==> src/rtl/noc_pkg.sv <==
// Shared port indices plus the XY route and round-robin pick helpers for the mesh router.
// Pure combinational helpers: no latency, no flow control of their own.
package noc_pkg;

  localparam int NPORTS = 5;

  localparam logic [2:0] PORT_W = 3'd0;
  localparam logic [2:0] PORT_E = 3'd1;
  localparam logic [2:0] PORT_S = 3'd2;
  localparam logic [2:0] PORT_N = 3'd3;
  localparam logic [2:0] PORT_L = 3'd4;

  // X is resolved completely before Y is considered.
  function automatic logic [2:0] route_xy(input logic [15:0] dx, input logic [15:0] dy,
                                          input logic [15:0] mx, input logic [15:0] my);
    logic [2:0] port;
    if (dx > mx)      port = PORT_E;
    else if (dx < mx) port = PORT_W;
    else if (dy > my) port = PORT_N;
    else if (dy < my) port = PORT_S;
    else              port = PORT_L;
    return port;
  endfunction

  // Scans last+1 .. last+5 (mod 5); the lowest offset with a request wins.
  function automatic logic [2:0] rr_pick(input logic [NPORTS-1:0] req, input logic [2:0] last);
    logic [2:0] pick;
    logic [2:0] idx;
    pick = last;
    for (int i = NPORTS; i >= 1; i--) begin
      idx = 3'((int'(last) + i) % NPORTS);
      if (req[idx]) pick = idx;
    end
    return pick;
  endfunction

endpackage

==> src/rtl/noc_in_fifo.sv <==
// Per-port input FIFO, DEPTH entries; the head is readable in the cycle after the push edge.
// Pushes while full and pops while empty are ignored, so the producer must honour full.
module noc_in_fifo #(
  parameter int WIDTH = 33,
  parameter int DEPTH = 4
) (
  input  logic             clk,
  input  logic             reset,
  input  logic             push,
  input  logic [WIDTH-1:0] push_data,
  input  logic             pop,
  output logic             full,
  output logic             empty,
  output logic [WIDTH-1:0] head
);

  localparam int AW = $clog2(DEPTH);
  localparam logic [AW:0]   FULL_CNT = (AW+1)'(DEPTH);
  localparam logic [AW:0]   CNT_ONE  = (AW+1)'(1);
  localparam logic [AW-1:0] PTR_ONE  = AW'(1);

  logic [WIDTH-1:0] mem [DEPTH];
  logic [AW-1:0]    wr_ptr;
  logic [AW-1:0]    rd_ptr;
  logic [AW:0]      count;
  logic             do_push;
  logic             do_pop;

  assign full    = (count == FULL_CNT);
  assign empty   = (count == '0);
  assign do_push = push && !full;
  assign do_pop  = pop && !empty;
  assign head    = mem[rd_ptr];

  always_ff @(posedge clk) begin
    if (do_push) mem[wr_ptr] <= push_data;
  end

  // Pointers wrap naturally because DEPTH is a power of two.
  always_ff @(posedge clk) begin
    if (reset) begin
      wr_ptr <= '0;
      rd_ptr <= '0;
      count  <= '0;
    end else begin
      if (do_push) wr_ptr <= wr_ptr + PTR_ONE;
      if (do_pop)  rd_ptr <= rd_ptr + PTR_ONE;
      case ({do_push, do_pop})
        2'b10:   count <= count + CNT_ONE;
        2'b01:   count <= count - CNT_ONE;
        default: count <= count;
      endcase
    end
  end

endmodule

==> src/rtl/noc_router_xy.sv <==
// 5-port XY mesh router: input FIFOs, per-output round-robin, registered outputs; 1 cycle FIFO residency minimum.
// in_ready tracks FIFO space only; a stalled output holds its data and stops granting.
module noc_router_xy
  import noc_pkg::*;
#(
  parameter int WIDTH   = 33,
  parameter int COORD_W = 2,
  parameter int DEPTH   = 4,
  parameter int MY_X    = 0,
  parameter int MY_Y    = 0
) (
  input  logic                    clk,
  input  logic                    reset,
  input  logic [NPORTS*WIDTH-1:0] in_data,
  input  logic [NPORTS-1:0]       in_valid,
  output logic [NPORTS-1:0]       in_ready,
  output logic [NPORTS*WIDTH-1:0] out_data,
  output logic [NPORTS-1:0]       out_valid,
  input  logic [NPORTS-1:0]       out_ready,
  output logic [NPORTS-1:0]       err_uturn
);

  logic [WIDTH-1:0]  head       [NPORTS];
  logic [WIDTH-1:0]  out_reg    [NPORTS];
  logic [2:0]        route      [NPORTS];
  logic [NPORTS-1:0] req        [NPORTS];
  logic [2:0]        grant_idx  [NPORTS];
  logic [2:0]        last_grant [NPORTS];
  logic [NPORTS-1:0] full;
  logic [NPORTS-1:0] empty;
  logic [NPORTS-1:0] push;
  logic [NPORTS-1:0] pop;
  logic [NPORTS-1:0] uturn;
  logic [NPORTS-1:0] grant_vld;

  assign in_ready  = ~full & {NPORTS{!reset}};
  assign err_uturn = uturn & {NPORTS{!reset}};
  assign push      = in_valid & in_ready;

  for (genvar p = 0; p < NPORTS; p++) begin : g_port
    noc_in_fifo #(
      .WIDTH (WIDTH),
      .DEPTH (DEPTH)
    ) u_fifo (
      .clk       (clk),
      .reset     (reset),
      .push      (push[p]),
      .push_data (in_data[p*WIDTH +: WIDTH]),
      .pop       (pop[p]),
      .full      (full[p]),
      .empty     (empty[p]),
      .head      (head[p])
    );
    assign out_data[p*WIDTH +: WIDTH] = out_reg[p];
  end

  always_comb begin
    uturn     = '0;
    pop       = '0;
    grant_vld = '0;
    for (int o = 0; o < NPORTS; o++) begin
      req[o]       = '0;
      grant_idx[o] = '0;
    end
    for (int p = 0; p < NPORTS; p++) begin
      route[p] = route_xy(16'(head[p][WIDTH-2 -: COORD_W]),
                          16'(head[p][WIDTH-2-COORD_W -: COORD_W]),
                          16'(MY_X), 16'(MY_Y));
      // Only mesh ports can bounce a packet straight back; local traffic never U-turns.
      uturn[p] = !empty[p] && (p < NPORTS-1) && (route[p] == 3'(p));
      if (!empty[p] && !uturn[p]) req[route[p]][p] = 1'b1;
    end
    for (int o = 0; o < NPORTS; o++) begin
      grant_idx[o] = rr_pick(req[o], last_grant[o]);
      grant_vld[o] = (|req[o]) && (!out_valid[o] || out_ready[o]);
      if (grant_vld[o]) pop[grant_idx[o]] = 1'b1;
    end
    pop = pop | uturn;
  end

  always_ff @(posedge clk) begin
    if (reset) begin
      for (int o = 0; o < NPORTS; o++) begin
        out_valid[o]  <= 1'b0;
        out_reg[o]    <= '0;
        last_grant[o] <= PORT_L;
      end
    end else begin
      for (int o = 0; o < NPORTS; o++) begin
        if (grant_vld[o]) begin
          out_reg[o]    <= head[grant_idx[o]];
          out_valid[o]  <= 1'b1;
          last_grant[o] <= grant_idx[o];
        end else if (out_ready[o]) begin
          out_valid[o]  <= 1'b0;
        end
      end
    end
  end

endmodule

==> config.mk <==
export PLATFORM = sky130hd
export DESIGN_NAME = noc_router_xy
export DESIGN_NICKNAME = d
export VERILOG_FILES = /design/src/rtl/noc_pkg.sv /design/src/rtl/noc_in_fifo.sv /design/src/rtl/noc_router_xy.sv
export SDC_FILE = /design/constraint.sdc
export NUM_CORES = 1
export LEC_CHECK = 0
export ABC_CLOCK_PERIOD_IN_PS = 6700
export CORE_MARGIN = 3
export CORE_UTILIZATION = 40
export CTS_CLUSTER_SIZE = 25
export DETAILED_ROUTE_END_ITERATION = 10
export GPL_TIMING_DRIVEN = 0
export PLACE_DENSITY = 0.69
export SKIP_CTS_REPAIR_TIMING = 1
export SLEW_MARGIN = 40
export SYNTH_ARGS = -nofsm -noshare
export SYNTH_HDL_FRONTEND = slang
export SYNTH_HIERARCHICAL = 1
export SYNTH_SLANG_ARGS = --single-unit
==> constraint.sdc <==
create_clock -name clk -period 6.7 [get_ports clk]
set_clock_uncertainty 0.15 [all_clocks]
set_input_delay 1.005 -clock clk [delete_from_list [all_inputs] [get_ports clk]]
set_output_delay 1.005 -clock clk [all_outputs]
set_load 0.05 [all_outputs]
==> impl_metrics.json <==
{
  "status": "completed",
  "synth-xor-area-share_pct": 0.888,
  "clk_pin_slew_ps": 60,
  "endpoint_kind": "flip-flop",
  "r2r_start": "last_grant[0][12]",
  "timing.slew.headroom_pct": 37.7,
  "grt_pass1_vias": 27685,
  "holdWs_ps": 321,
  "antenna_left": 0,
  "layout.nets": 3644,
  "synth_compound_area_share_pct": 9.10,
  "cpMostUsedCell": "buf_4",
  "synth_common_cells": "840 x edfxtp_1, 235 x mux4_2, 153 x nand2_1",
  "hold_viol_final": 0,
  "cp_top_family": "buffers and inverters",
  "synth_edf_count": 840,
  "worstSetupStartpoint": "last_grant[0][12]",
  "die_y_um": 338,
  "rsz0062_at_grt": "yes",
  "synth.top_cell.area_share_pct": 57.4,
  "core_mm2": 0.108,
  "hold_class": "flip-flop to flip-flop",
  "synth-simple-area-share_pct": 6.01,
  "cts-root-buf": "clkbuf_16",
  "worstHoldPathCells": 1,
  "drt-total-wl_um": 146000,
  "startpoint_type": "flip-flop",
  "worstMarginPinSlew_ps": 927,
  "largest_register_ffs": 660,
  "grt-ovfl-total": 0,
  "antenna_found_initial": 8,
  "start_util_pct": 40.7,
  "drt_iter0_drc": 4023,
  "clock_latency_ps": 680,
  "io_buffers": 352,
  "cap_violations": 0,
  "drc_errors": 0,
  "dieArea_mm2": 0.114,
  "grt_pass1_wl_um": 203000,
  "synth.cell_area_mm2": 0.0440,
  "dp_hpwl_um": 106000,
  "vias": 29535,
  "num_rows": 120,
  "avgRoutedWirePerCell_um": 30.1,
  "synth.area.top_cells": "edfxtp_1 57%, mux4_2 12%, mux2i_1 3.3%",
  "place_congestion": 0.966,
  "multi_input_area_mm2": 0.0170,
  "finalSetupViolCount": 0,
  "fillerInstances": 8843,
  "syn_to_final_growth_pct": 23.5,
  "h-tree-depth": 3,
  "syn_area_per_cell_um2": 15.7,
  "drive_gt1_share_pct": 23.6,
  "drtPass1Iterations": 6,
  "cts_buffers": 92,
  "critPathBufInv": 12,
  "io_pins": 357,
  "critical_path_required_ps": 6980,
  "ys.flop_type": "edfxtp_1",
  "critPathMaxFanout": 10,
  "synthArstFlopShare_pct": 0,
  "die_x_um": 338,
  "synth_top_family_by_area": "multiplexers",
  "ys_warn_count": 6,
  "synth.most_common_cell": "edfxtp_1",
  "fmax_mhz": 150,
  "hold_end": "out_valid[0]",
  "rr_endpoint": "out_reg[0][158]",
  "synthCells": 2803,
  "viasPerCell": 6.09,
  "muxShareOfSynthArea_pct": 17.6,
  "fin_crit_sh_pct": 99.3,
  "cp_slowest_cell": "a211oi_1",
  "seq_area_mm2": 0.0262,
  "clock_sinks": 890,
  "critPathArrivalTime_ps": 6930,
  "critPathMaxStageDelay_ps": 470,
  "fin_crit_ps": 6650,
  "reg2reg_setup_slack_ps": 50,
  "ys_seq_area_share_pct": 59.7,
  "synth_seq_cells": 890,
  "maxSlewViolCount": 0,
  "yosys.area.top_type": "edfxtp_1",
  "synthAdderAreaFrac_pct": 3.15,
  "r2r_cells": 27,
  "grt_usage_pct": 24.9,
  "grt_max_degree": 34,
  "hold_start": "out_valid[0]",
  "cts_tree": "built",
  "cts_buffer_depth": 3,
  "synth_cell_types": 108,
  "crit_type": "flip-flop to flip-flop"
}
[worst max-delay path by stage]
stage / cells after the start / end
2_1_floorplan: 31 / g_port[4].u_fifo/count[2]
3_3_place_gp: 32 / g_port[0].u_fifo/count[2]
3_5_place_dp: 32 / g_port[0].u_fifo/count[2]
4_1_cts: 32 / g_port[0].u_fifo/count[2]
5_1_grt: 34 / g_port[4].u_fifo/count[2]
6_report: 27 / out_reg[0][158]
[worst reg2reg max path: cells and delay by family (launching register included)]
kind	cells	cell delay, ps
AND/OR/NAND/NOR	5	1040
flip-flops	1	420
adder cells (fa/ha/maj)	3	680
AO/OA/AOI/OAI	7	2000
buffers and inverters	12	2130
[placed cells by master, fill, tap and decap left out, types with 13 or more instances in the layout]
master	n
buf_2	32
clkdlybuf4s50_1	352
a22oi_1	30
clkbuf_1	81
edfxtp_1	840
a22o_1	88
nor2b_1	13
buf_4	105
mux2i_1	144
clkinv_2	13
o21ai_0	53
o211ai_1	20
a32o_1	35
buf_12	31
mux4_2	235
xnor2_1	17
o221ai_1	17
o21ai_1	32
nand3_1	21
clkinv_1	17
mux4_1	21
nand2b_1	38
and2_4	22
buf_6	24
mux2_2	39
dfxtp_1	49
or3_1	27
nand2_1	152
ha_1	83
inv_1	104
clkbuf_16	94
nor2_1	88
nor3_1	27
and2_1	16
xor2_1	16
a21oi_1	68
[metal layers]
metal | up-vias | track usage, % | wire, um
met2 | 1831 | 37.3 | 65000
met1 | 15001 | 34.0 | 56100
met3 | 269 | 7.39 | 18000
li1 | 12434 | - | -
met5 | - | 0 | 0
met4 | 0 | 10.0 | 6560
[area by class of cell]
class | count | area share (%)
sequential | 890 | 48.3
multi-input combinational | 1617 | 31.3
timing repair buffer | 466 | 8.43
clock buffer | 122 | 4.67
tap | 1403 | 3.23
buffer | 171 | 2.28
inverter | 122 | 0.906
clock inverter | 50 | 0.889
antenna | 6 | 0.0276
[metrics by stage]
stage | area [um2] | instances | setup slack (ps) | util, % | TNS (ps)
2_1_floorplan | 44000 | 2805 | -19.2 | - | -19.2
3_3_place_gp | 49300 | 4560 | -1890 | 45.6 | -89790
3_5_place_dp | 49600 | 4573 | -1820 | 45.9 | -86270
4_1_cts | 52700 | 4745 | -1860 | 48.7 | -90760
5_1_grt | 54300 | 4841 | -135 | 50.2 | -444
6_report | 54300 | 4847 | 49.6 | 50.2 | 0
[logic make-up after synthesis]
kind of cell	count (synthesis)
compound gates	520
xor+xnor	42
fa+ha+maj	107
buf+inv	298
flops	890
mux	442
other cells	1
simple gates	503
Power is not shown: default switching activity piles up to over one toggle a cycle in this logic, so the estimate is an artifact.
